File: src/rtl/spi_reg_ctrlr.sv
// Command-level SPI register controller: decodes framed opcode/data bytes into
// auto-incrementing reads and writes of a small register file that drives the LEDs.
module spi_reg_ctrlr #(
  parameter int         NREGS     = 16,
  parameter int         AW        = 4,
  parameter logic [7:0] IDLE_BYTE = 8'hA5,
  parameter logic [7:0] ERR_BYTE  = 8'hEE
) (
  input  logic        clk,
  input  logic        rst,
  input  logic        ss,
  input  logic        rx_valid,
  input  logic [7:0]  rx_data,
  output logic [7:0]  tx_data,
  input  logic [15:0] switches,
  output logic [15:0] leds,
  output logic        err,
  output logic        frame_active
);

  typedef enum logic [2:0] {S_IDLE, S_CMD, S_WR, S_RD, S_IGN} state_t;

  state_t          state_q, state_d;
  logic [AW-1:0]   addr_q, addr_d;
  logic [15:0]     snap_q, snap_d;
  logic [7:0]      tx_q, tx_d;
  logic            err_q, err_d;
  logic            arm_q, arm_d;
  logic [7:0]      regs_q [NREGS];
  logic            we;

  logic            op_wr, op_bad;
  logic [AW-1:0]   op_addr, addr_inc;

  assign op_wr    = rx_data[7];
  assign op_addr  = rx_data[AW-1:0];
  assign op_bad   = |(rx_data[6:0] >> AW);
  assign addr_inc = addr_q + AW'(1);

  // Addresses 2/3 are the switch snapshot, everything else comes from storage.
  function automatic logic [7:0] rd_val(input logic [AW-1:0] a,
                                        input logic [7:0]    stored,
                                        input logic [15:0]   snap);
    if (a == AW'(2))      rd_val = snap[7:0];
    else if (a == AW'(3)) rd_val = snap[15:8];
    else                  rd_val = stored;
  endfunction

  always_ff @(posedge clk or posedge rst) begin
    if (rst) state_q <= S_IDLE;
    else     state_q <= state_d;
  end

  always_comb begin
    state_d = state_q;
    case (state_q)
      S_IDLE: if (arm_q) state_d = S_CMD;
      S_CMD: begin
        if (rx_valid) begin
          if (op_bad)     state_d = S_IGN;
          else if (op_wr) state_d = S_WR;
          else            state_d = S_RD;
        end
      end
      default: ;
    endcase
    if (ss) state_d = S_IDLE;
  end

  always_comb begin
    addr_d = addr_q;
    snap_d = snap_q;
    tx_d   = tx_q;
    err_d  = err_q;
    we     = 1'b0;
    // arm_q records that ss has been seen high since reset; it gates IDLE->CMD.
    arm_d  = arm_q | ss;
    if (ss) begin
      tx_d = IDLE_BYTE;
    end else begin
      case (state_q)
        S_IDLE: begin
          if (arm_q) begin
            err_d = 1'b0;
            tx_d  = IDLE_BYTE;
          end
        end
        S_CMD: begin
          if (rx_valid) begin
            addr_d = op_addr;
            if (op_bad) begin
              err_d = 1'b1;
              tx_d  = ERR_BYTE;
            end else if (!op_wr) begin
              snap_d = switches;
              tx_d   = rd_val(op_addr, regs_q[op_addr], switches);
            end
          end
        end
        S_WR: begin
          if (rx_valid) begin
            addr_d = addr_inc;
            if (addr_q == AW'(2) || addr_q == AW'(3)) err_d = 1'b1;
            else                                      we    = 1'b1;
          end
        end
        S_RD: begin
          if (rx_valid) begin
            addr_d = addr_inc;
            tx_d   = rd_val(addr_inc, regs_q[addr_inc], snap_q);
          end
        end
        default: tx_d = ERR_BYTE;
      endcase
    end
  end

  always_ff @(posedge clk or posedge rst) begin
    if (rst) begin
      addr_q <= '0;
      snap_q <= '0;
      tx_q   <= IDLE_BYTE;
      err_q  <= 1'b0;
      arm_q  <= 1'b0;
      for (int i = 0; i < NREGS; i++) regs_q[i] <= '0;
    end else begin
      addr_q <= addr_d;
      snap_q <= snap_d;
      tx_q   <= tx_d;
      err_q  <= err_d;
      arm_q  <= arm_d;
      if (we) regs_q[addr_q] <= rx_data;
    end
  end

  assign tx_data      = tx_q;
  assign leds         = {regs_q[1], regs_q[0]};
  assign err          = err_q;
  assign frame_active = (state_q != S_IDLE);

endmodule

File: config.mk
export PLATFORM = sky130hd
export DESIGN_NAME = spi_reg_ctrlr
export DESIGN_NICKNAME = d
export VERILOG_FILES = /design/src/rtl/spi_reg_ctrlr.sv
export SDC_FILE = /design/constraint.sdc
export NUM_CORES = 1
export LEC_CHECK = 0
export ABC_AREA = 1
export BUFFER_PORTS_ARGS = -buffer_cell sky130_fd_sc_hd__buf_2
export CAP_MARGIN = 15
export CORE_UTILIZATION = 55
export DETAILED_ROUTE_END_ITERATION = 6
export GPL_ROUTABILITY_DRIVEN = 1
export PLACE_DENSITY = 0.7
export SYNTH_ARGS = -nofsm -noshare
export SYNTH_HDL_FRONTEND = slang
export SYNTH_SLANG_ARGS = --single-unit
File: constraint.sdc
create_clock -name clk -period 10.1 [get_ports clk]
set_input_delay 0.505 -clock clk [delete_from_list [all_inputs] [get_ports clk]]
set_output_delay 0.505 -clock clk [all_outputs]
set_load 0.03 [all_outputs]
# Yosys cells after proc, flatten, opt, wreduce, memory -nomap -nowiden
# Cells that the tools add are included.
# word_totals
output_inout_bits	26
word_cells	107
in_bits	28
ff_bits	161
# classes
n_lt_le_gt_ge	4
eq_ne	20
add_sub_neg	1
bitwise_logic	7
n_reduce_logical	14
muxes	39
# op_table
cell	n
$bwmux 128	1
$mux 8	15
$bmux 8 s4	2
$demux 8 s4	1
$pmux 8 s4	1
$eq 4x2->1 const B	6
$ge 5x5->1 const B	3
$not 4->5	3
$mux 3	4
$ne 2x2->1 const B	6
$mux 1	10
$reduce_and 5->1	2
$ne 3x3->1 const B	3
$reduce_bool 3->1	3
$mux 4	2
$pmux 4 s2	1
$reduce_and 7->1	1
$eq 3x2->1 const B	2
$pmux 3 s2	1
$lt 5x1->1 const B	1
$add 4x1->4 const B	1
$ne 4x4->1 const B	1
$reduce_and 4->1	1
$eq 3x1->1 const B	1
11 further kinds	13

# Depth between registers and ports, before layout
# Gate-level depths: netlist of the first run.
# logic_depth
word_depth	11
mapped_depth	17
depth_no_buf	15

# Worst setup path before layout of the first run
# OpenSTA, ideal clock, no wires.
# synth_path
path_kind	reg2reg
start	register addr_q[0]
end	register tx_q[3], in the netlist tx_data[3]
setup_ns	0.117
required_time_ns	9.983
synth_period_minus_slack_ns	2.405
path_slack_ns	7.695
path_buffers	4
t_arrival_ns	2.288
stages_incl_launch_ff	17
path_cell_list	dfrtp_1 > buf_2 > inv_2 > clkbuf_1 > ha_1 > buf_2 > inv_1 > clkbuf_1 > nand3_1 > nand3_1 > nand3_1 > nand3_1 > nand2_1 > nand2_1 > nand3_1 > nand2_1 > nand2_1
# synth_between
elab_chain_cells	10
elab_cells_between_ends	12
classes_between	1 x add/sub; 2 x eq/ne; 8 x mux; 1 x bitwise
# synth_lines
element	line_no	text
start, declared	24	logic [AW-1:0] addr_q, addr_d;
start signal, assigned	127	addr_q <= addr_d;
$add 4x1->4 *	38	assign addr_inc = addr_q + AW'(1);
$not 4->5 (not written as such)	110	tx_d = rd_val(addr_inc, regs_q[addr_inc], snap_q);
$bmux 8 s4	110	
$mux 8 (not written as such) (2 in series)	110	
$mux 8	45	else if (a == AW'(3)) rd_val = snap[15:8];
$mux 8 *	44	if (a == AW'(2)) rd_val = snap[7:0];
$mux 8 *	108	if (rx_valid) begin
$pmux 8 s4 *	81	case (state_q)
$mux 8 *	78	if (ss) begin
end signal, assigned	129	tx_q <= tx_d;
end, declared	26	logic [7:0] tx_q, tx_d;
# Mark *: on every way between the ends. The rest lies on a longest branch, timed or not. The select of a mux whose other input is x is not followed.
# A chain may end at the register's enable or synchronous reset.

# Final worst setup path of the first run
# layout_path
start	register addr_q[1]
end	register tx_q[1], in the netlist tx_data[1]
# Same word-level chain as after synthesis.

==> results of run 1 <==
-- state kept, by name, summed over array words and instances, names as in the netlist --
name and count:
regs_q 112, leds 16, snap_q 16, tx_data 8, addr_q 4, state_q 3, arm_q 1, err 1
-- layout make-up --
cell class / instances / area [um2]
clock buffers: 21 / 480
clock inverters: 11 / 128
fillers: 1586 / 6580
inverters: 146 / 558
multi-input cells: 955 / 4390
flip-flops and latches: 161 / 4040
well taps: 220 / 275
repair buffers: 60 / 318
-- synth_stat cells --
cell type	count	share of area [%]
inv_6	1	0.092
nor3_1	2	0.11
nor2_1	33	1.3
ha_1	4	0.53
buf_2	35	1.8
buf_1	2	0.079
nor2_4	5	0.59
o21ai_1	81	4.3
inv_1	138	5.4
nor2_2	4	0.26
buf_4	21	1.7
o21ai_2	14	1.3
nand2_1	493	19
nand2_2	12	0.79
or2_2	5	0.33
o21ai_0	79	4.2
clkbuf_1	44	1.7
xor2_2	1	0.17
dfstp_2	4	1.1
a21oi_2	1	0.092
inv_2	7	0.28
mux2_2	1	0.12
buf_6	4	0.47
nand3_2	5	0.53
nand3_4	4	0.74
a21oi_1	22	1.2
dfrtp_1	157	41
nor3_2	1	0.11
nand3_1	172	9.0
xor2_1	1	0.092
nand4_1	12	0.79
a31oi_1	1	0.066
o211ai_1	2	0.16
-- how the worst max path moves through the flow --
stage / startpoint / to / slack (ns) / cells past startpoint
after floorplan: rst / addr_q[0] / 5.25 / 1
after detailed placement: addr_q[1] / tx_data[1] / 6.96 / 13
after CTS: addr_q[1] / tx_data[1] / 6.93 / 13
final: addr_q[1] / tx_data[1] / 6.87 / 13
after global routing: addr_q[0] / tx_data[7] / 6.68 / 14
after global placement: addr_q[1] / tx_data[1] / 6.89 / 13
-- metal layers --
layer / vias to the layer above / track usage [%] / wire, um
met5: - / 0 / 0
met4: 0 / 12.7 / 822
met3: 75 / 7.04 / 2660
met2: 474 / 51.5 / 13000
met1: 4126 / 46.5 / 11900
li1: 4263 / - / -
-- critical path, delay by kind of cell, from the launching register on --
family | cells | cell delay, ns
buf+inv | 3 | 1.31
simple gates | 9 | 1.02
flops | 1 | 0.47
fa+ha+maj | 1 | 0.28
-- cell families after synthesis --
logic type | count (synthesis) | share of synthesized area, %
simple gates | 748 | 34.0
compound gates | 200 | 11.2
buf+inv | 252 | 11.6
fa+ha+maj | 4 | 0.525
xor+xnor | 2 | 0.263
flops | 161 | 42.3
mux | 1 | 0.118
-- metrics by stage --
| step | setup slack, ns | hold WS, ns |
|---|---|---|
| 3_3_place_gp | 6.89 | 0.367 |
| 3_5_place_dp | 6.96 | 0.368 |
| 6_report | 6.87 | 0.256 |
| 5_1_grt | 6.68 | 0.288 |
| 4_1_cts | 6.93 | 0.263 |
| 2_1_floorplan | 5.25 | 0.429 |
-- power groups by stage --
| stage | clock network, W | registers, W | logic [W] |
|---|---|---|---|
| after detailed placement | 0 | 0.000769 | 0.00102 |
| final | 0.000665 | 0.000760 | 0.00104 |
| after CTS | 0.000672 | 0.000759 | 0.00102 |
| after global placement | 0 | 0.000770 | 0.00103 |
| after floorplan | 0 | 0.000773 | 0.000715 |
| after global routing | 0.000693 | 0.000768 | 0.00113 |
==> run_results.csv, run 1 <==
group,metric,value,unit
route,via_count,8938,
power,ir_drop,176,uV
setup_path,path_common_cell,"nand3_1",
power,power_frac_seq,30.8,%
route,antenna_left,0,
cells_and_area,drive_above_1_share,11.7,%
route,route.detailed.drc,0,
setup_path,critPathLaunchType,"flip-flop",
power,internal-power,0.00137,W
power,combPwrFrac,42.2,%
setup_path,reg2reg_from,"addr_q[1]",
setup_path,reg2reg_to,"tx_data[1]",
cells_and_area,n_antenna_cell,0,
timing,rsz0062_at_grt,"no",
setup_path,reg2reg_slack,6.87,ns
setup_path,endpoint_kind,"flip-flop",
grt,gr-total-overflow,0,
timing,worst_pin_slew,1.22,ns
cells_and_area,final_cell_area,0.0102,mm2
setup_path,reg2regPathDepth,13,
route,via_per_inst,5.68,
floorplanning,core_area,0.0168,mm2
power,power.density,242,mW/mm2
floorplanning,rows,47,
cts,clk_pin_slew,0.06,ns
grt,grt_start_max_net_pins,96,
placement,placed_cells,1542,
synth,synth_nets,1400,
timing,fin_tns_setup,0,ns
placement,place.gp.congestion,1.00,
timing,finalHoldViolCount,0,
timing,final.min_clock_period,3.23,ns
placement,portBuffers,53,
route,dr.first_iter.drc_count,1108,
timing,fin_crit_sh,32.0,%
floorplanning,initial_utilization,56.8,%
cts,numCtsBuffers,17,
synth,syn_inst,1368,
synth,ys_seq_area_share,42.3,%
synth,ys_ff_latch,161,
setup_path,slowest_stage,"inv_1",
timing,skew,0.0113,ns
synth,synth_warnings,0,
cells_and_area,layout_commonest_cell,"nand2_1",
timing,finalSetupViolations,0,
cells_and_area,nets,1373,
timing,fmax,0.309,GHz
power,p_sw_share,44.2,%
cts,cts_sinks,161,
setup_path,required,10.43,ns
flow_run,drv_cap,0,
setup_path,worstPathArrival,3.56,ns
cts,cts_root_buffer,"clkbuf_16",
setup_path,slowest_delay,0.94,ns
floorplanning,die_area,0.0178,mm2
grt,grt_pass1_vias,8279,
cells_and_area,layout_common_cells,"493 x nand2_1, 172 x nand3_1, 156 x dfrtp_1, 137 x inv_1, 81 x o21ai_1",
cells_and_area,instances_no_fill,1574,
floorplanning,ios,54,
cts,cts_hold_buf,0,
route,first_pass_iters,6,
placement,post_dp_cell_area,0.00957,mm2
timing,finalMaxSlewViolations,0,
power,p_leak,4.97,nW
route,wl,28400,um
cells_and_area,final_core_util,60.8,%
synth,syn_area,0.00953,mm2
cts,clockBufferDepth,2,
grt,grt_pass1_wl,45800,um
grt,track_usage,33.5,%
synth,synth.avg_cell_area,6.96,um2
worst_hold_path,min_path_type,"in -> async",
cts,clk-insertion-delay-late,0.44,ns
placement,hpwl,18800,um
floorplanning,die_x,134,um
setup_path,path_class,"reg -> reg",
outcome,outcome,"completed",
floorplanning,fp.dieH,134,um
grt,antenna_found_initial,0,
power,switchingPower,0.00109,W
power,clkPwrFrac,27.0,%
synth,synth.distinct_cells,33,
cts,htree_num_levels,4,
cts,cts_resized,0,
power,power.total,0.00246,W
setup_path,path_cells,"inv_1 > ha_1 > buf_4 > inv_1 > nand3_1 > nand3_1 > nand3_1 > nand3_1 > nand2_1 > nand2_1 > nand3_1 > nand2_1 > nand2_1",
cts,cts_tree,"yes",
setup_path,cp_max_fo,36,
cts,cts_setup_buffers,0,
timing,slew_headroom,18.8,%
route,wl_per_cell,18.1,um
cells_and_area,syn_to_final_growth,6.90,%
Power figures use the tool's default switching activity.
==> run 2, diff against run 1 <==
Clock period 10.1 ns to 3.1 ns, I/O delays scaled along.
==> run 2 against run 1 <==
Compared with the run above:
- the run now ends with negative hold slack left
- final area is 2.2% higher
- via count grew 1.6%
- combinational power increased to 3.3 times the previous value
- critical path type unchanged
- largest cell class unchanged
- largest power group unchanged
==> run_results.csv, run 2 (synthesis gave the netlist of run 1 again) <==
group,metric,value,unit
cells_and_area,syn_to_final_growth,9.23,%
grt,grtUsageMet1,45.2,%
cells_and_area,final_core_util,62.1,%
cts,cts_setup_buffers,0,
floorplanning,fp.dieH,134,um
timing,final.min_clock_period,2.36,ns
timing,slew_headroom,36.0,%
cells_and_area,nets,1398,
timing,finalSetupViolations,0,
power,p_leak,5.09,nW
cells_and_area,drive_above_1_share,12.6,%
route,via_count,9080,
route,first_pass_iters,6,
floorplanning,core_area,0.0168,mm2
cts,numCtsBuffers,17,
grt,grt_start_max_net_pins,162,
cts,clk_pin_slew,0.07,ns
placement,place.gp.congestion,0.922,
route,antenna_left,0,
outcome,outcome,"finished, violations left",
cells_and_area,largest_reg_flops,112,
power,power.total,0.00803,W
timing,fin_ws,0.738,ns
cells_and_area,layout_commonest_cell,"nand2_1",
cts,cts_sinks,161,
timing,finalHoldViolCount,57,
setup_path,path_class,"reg -> reg",
setup_path,endpoint_kind,"flip-flop",
placement,hpwl,19300,um
grt,grt_pass1_wl,46000,um
worst_hold_path,min_path_type,"in -> async",
timing,worst_pin_slew,0.960,ns
setup_path,worstPathArrival,2.73,ns
placement,placed_cells,1557,
cts,clk-insertion-delay-late,0.44,ns
cts,cts_hold_buf,10,
cells_and_area,instances_no_fill,1599,
route,wl_per_cell,17.9,um
flow_run,drv_cap,0,
setup_path,critPathLaunchType,"flip-flop",
timing,fmax,0.423,GHz
floorplanning,die_area,0.0178,mm2
grt,track_usage,33.4,%
grt,use_met2,51.7,%
cells_and_area,n_antenna_cell,0,
timing,fin_crit_sh,76.2,%
timing,rsz0062_at_grt,"no",
timing,fin_tns_setup,0,ns
grt,met3_usage,7.12,%
cells_and_area,layout_common_cells,"493 x nand2_1, 172 x nand3_1, 156 x dfrtp_1, 137 x inv_1, 81 x o21ai_1",
power,power.density,772,mW/mm2
cts,clockBufferDepth,2,
floorplanning,die_x,134,um
timing,skew,0.00812,ns
setup_path,slowest_delay,0.43,ns
cts,cts_tree,"yes",
route,dr.first_iter.drc_count,902,
cells_and_area,regArea,0.00404,mm2
setup_path,path_cells,"inv_2 > ha_1 > inv_1 > buf_4 > nand3_1 > nand3_1 > nand3_1 > nand2_1 > nand2_1 > nand2_1 > a21oi_1 > nor2_1 > nor2_1",
route,via_per_inst,5.68,
placement,dp_slack,0.812,ns
setup_path,cp_max_fo,30,
cts,cts_root_buffer,"clkbuf_16",
cts,htree_num_levels,4,
outcome,violations,"negative hold slack",
setup_path,required,3.47,ns
timing,finalMaxSlewViolations,0,
grt,antenna_found_initial,0,
cells_and_area,fill_cells,1573,
route,wl,28600,um
cts,cts_resized,0,
grt,grt_pass1_vias,8414,
setup_path,slowest_stage,"dfrtp_2",
grt,globalRoute.busiestLayer,"met2",
route,route.detailed.drc,0,
cells_and_area,top_register,"regs_q",
grt,gr-total-overflow,0,
floorplanning,ios,54,
power,ir_drop,498,uV
placement,portBuffers,53,
timing,hold_ws,-0.0728,ns
floorplanning,initial_utilization,56.8,%
cells_and_area,multi_input_area,0.00439,mm2
floorplanning,rows,47,
## run 2: cell types whose count changed in the layout (fill, tap and decap cells not counted), sizes merged
cell,change
buf,+15
clkbuf,-3
clkinv,+1
clkinvlp,-1
dlygate4sd3,+10
inv,+3
## run 2: worst max-delay path: cells and delay by family, from the launching register on
kind / cells / cell delay, ns
AND/OR/NAND/NOR: 8 / 0.87
buffers and inverters: 3 / 0.58
flip-flops: 1 / 0.43
adder cells (fa/ha/maj): 1 / 0.31
AO/OA/AOI/OAI: 1 / 0.05
## run 2: path summary, 6_finish.rpt
path                              from           to  slack, ns  cells after the start
max                          addr_q[0]   tx_data[2]       0.74                     13
min                                rst     leds[15]      -0.07                      3
max reg2reg                  addr_q[0]   tx_data[2]       0.74                     13
max in group asynchronous          rst   regs_q[11]       2.40                      3
min reg2reg                regs_q[100]  regs_q[100]       0.38                      0
min in group clk           switches[2]    snap_q[2]       0.01                      3
## run 2: through the flow
step | instance area [um2] | hold WS [ns]
after floorplan | 9530 | 0.218
after global placement | 9710 | 0.366
after detailed placement | 9710 | 0.366
after CTS | 10400 | 0.00647
after global routing | 10400 | 0.0269
final | 10400 | -0.0728
## run 2: cell type report
cell class / instances / share of cell area [%]
Sequential cell: 161 / 38.8
Multi-Input combinational cell: 955 / 42.2
Tap cell: 220 / 2.65
Inverter: 146 / 5.35
Clock inverter: 14 / 1.49
Timing Repair Buffer: 85 / 5.34
Clock buffer: 18 / 4.22
## run 2: power by group
part           leakage (nW)  switching (W)  total (W)  internal (W)
Clock                 0.282       0.000947    0.00217       0.00122
Combinational          2.61        0.00240    0.00338      0.000988
Sequential             2.21       0.000183    0.00248       0.00230
## run 2: per-layer routing
layer	vias up	part of all wire [%]	wire, um
met1	4310	43	12400
met3	67	7.6	2180
li1	4312	-	-
met5	-	0	0
met4	0	3.6	1020
met2	391	45	13000
==> run 3, diff against run 2 <==
Clock period 3.1 ns to 2.2 ns, I/O delays scaled along.
==> run 3 against run 2 <==
Compared with the run above:
- the run now ends clean
- power is 46% higher
- clock-buffer cell count is 2 higher
- via count is 1.2% higher
- first-iteration DRC count is 0.11% lower
- critical endpoint is now leds[3]
- largest cell class unchanged
==> run_results.csv, run 3 (synthesis gave the netlist of run 1 again) <==
group,metric,value,unit
outcome,outcome,"completed",
grt,grt_pass1_wl,47500,um
placement,portBuffers,53,
setup_path,cp_max_fo,16,
timing,skew,0.00996,ns
cells_and_area,top_register,"regs_q",
timing,worst_pin_slew,0.732,ns
cts,htree_num_levels,4,
flow_run,drv_cap,0,
timing,final.min_clock_period,2.09,ns
floorplanning,fp.dieH,134,um
cells_and_area,layout_commonest_cell,"nand2_1",
cells_and_area,largest_reg_flops,112,
timing,finalMaxSlewViolations,0,
route,wl_per_cell,18.1,um
worst_hold_path,min_path_type,"in -> reg",
setup_path,path_cells,"inv_2 > ha_1 > nor2_1 > nor2_1 > nor2_2 > nand2_2 > nor2_4 > nand2_2 > buf_12 > nand2_1 > o21ai_1",
cts,clk-insertion-delay-late,0.44,ns
placement,placed_cells,1585,
cells_and_area,nets,1434,
setup_path,path_class,"reg -> reg",
route,wl,29600,um
route,dr.max_layer_used,"met4",
timing,finalHoldViolCount,0,
cells_and_area,layout_common_cells,"493 x nand2_1, 171 x nand3_1, 155 x dfrtp_1, 137 x inv_1, 81 x o21ai_1",
timing,finalSetupViolations,0,
setup_path,endpoint_kind,"flip-flop",
floorplanning,die_area,0.0178,mm2
placement,place.gp.congestion,0.958,
cells_and_area,syn_to_final_growth,14.3,%
floorplanning,initial_utilization,56.8,%
grt,antenna_found_initial,0,
floorplanning,core_area,0.0168,mm2
cells_and_area,drive_above_1_share,14.6,%
floorplanning,ios,54,
setup_path,reg2reg_slack,0.11,ns
cts,cts_tree,"yes",
timing,slew_headroom,51.2,%
route,wl_met2,13700,um
cts,cts_sinks,161,
grt,gr-total-overflow,0,
setup_path,required,2.49,ns
power,p_leak,5.37,nW
cts,clk_pin_slew,0.07,ns
placement,hpwl,20300,um
route,dr.first_iter.drc_count,901,
timing,fin_tns_setup,0,ns
route,antenna_left,0,
timing,fin_crit_sh,94.8,%
grt,track_usage,35.1,%
cells_and_area,fill_cells,1530,
setup_path,worstPathArrival,2.38,ns
route,first_pass_iters,6,
setup_path,timing.critical_path.buf_inv,2,
setup_path,slowest_stage,"dfrtp_2",
timing,rsz0062_at_grt,"no",
timing,fmax,0.480,GHz
cts,numCtsBuffers,17,
power,ir_drop,666,uV
cells_and_area,n_antenna_cell,0,
cells_and_area,instances_no_fill,1635,
cts,clockBufferDepth,2,
grt,grt_pass1_vias,8713,
power,power.density,1080,mW/mm2
cts,cts_root_buffer,"clkbuf_16",
setup_path,critPathLaunchType,"flip-flop",
setup_path,path_delay_family,"simple AND/OR/NAND/NOR gates",
route,wirelength_met1,12400,um
floorplanning,rows,47,
grt,grt_start_max_net_pins,74,
floorplanning,die_x,134,um
route,via_count,9191,
route,via_per_inst,5.62,
route,route.detailed.drc,0,
setup_path,slowest_delay,0.44,ns
route,wl_met3,2140,um
run 3: cell types whose count changed in the layout (fill, tap and decap cells not counted), sizes merged:
| cell | change |
|---|---|
| buf | +28 |
| clkbuf | +2 |
| clkinv | +5 |
| clkinvlp | -3 |
| dlygate4sd3 | +8 |
| inv | -4 |
run 3: what timing repair did:
action | in CTS | in global routing
setup endpoints to repair | 0 | 36
hold buffers | 18 | 0
endpoints found under the hold margin | 112 | 0
resized for setup | 0 | 14
setup buffers | 0 | 0
run 3: worst min-delay path, stage by stage:
cell	delay [ns]
buf_2	0.09
nor2_1	0.05
o211ai_1	0.14
o21ai_0	0.08
run 3: metal layers:
metal / vias to the layer above / global-route usage, %
met2: 432 / 54.6
met4: 0 / 18.0
met5: - / 0
met1: 4284 / 46.5
li1: 4386 / -
met3: 89 / 7.38
run 3: path summary, 6_finish.rpt:
kind	startpoint	to	cells past startpoint
max in group asynchronous	rst	regs_q[60]	4
min reg2reg	regs_q[98]	regs_q[98]	0
max reg2reg	addr_q[0]	leds[3]	11
min in group asynchronous	rst	leds[15]	3
min	rx_data[7]	state_q[0]	4
max	addr_q[0]	leds[3]	11
run 3: area by class of cell:
| cell class | count | area (um2) | area share (%) |
|---|---|---|---|
| clock inverters | 12 | 131 | 1.21 |
| flip-flops and latches | 161 | 4040 | 37.1 |
| well taps | 220 | 275 | 2.53 |
| multi-input cells | 955 | 4440 | 40.7 |
| repair buffers | 121 | 978 | 8.99 |
| inverters | 146 | 562 | 5.16 |
| clock buffers | 20 | 467 | 4.29 |
run 3: through the flow:
stage / total power, W / hold slack, ns / setup WS [ns] / utilization [%] / instance area [um2]
after detailed placement: 0.00845 / 0.0817 / 0.0821 / 59.9 / 10000
after CTS: 0.0115 / 0.0814 / 0.0614 / 64.6 / 10800
final: 0.0117 / 0.0921 / 0.115 / 64.9 / 10900
after floorplan: 0.00686 / 0.173 / -0.00394 / - / 9540
after global placement: 0.00841 / 0.0658 / 0.100 / 59.9 / 10000
after global routing: 0.0124 / 0.0990 / 0.0195 / 64.9 / 10900
run 3: where the power goes:
group	switching, W	internal [W]	total, W
combinational	0.00350	0.00168	0.00518
clock	0.00128	0.00176	0.00304
sequential	0.000260	0.00325	0.00351
total	0.00504	0.00669	0.0117
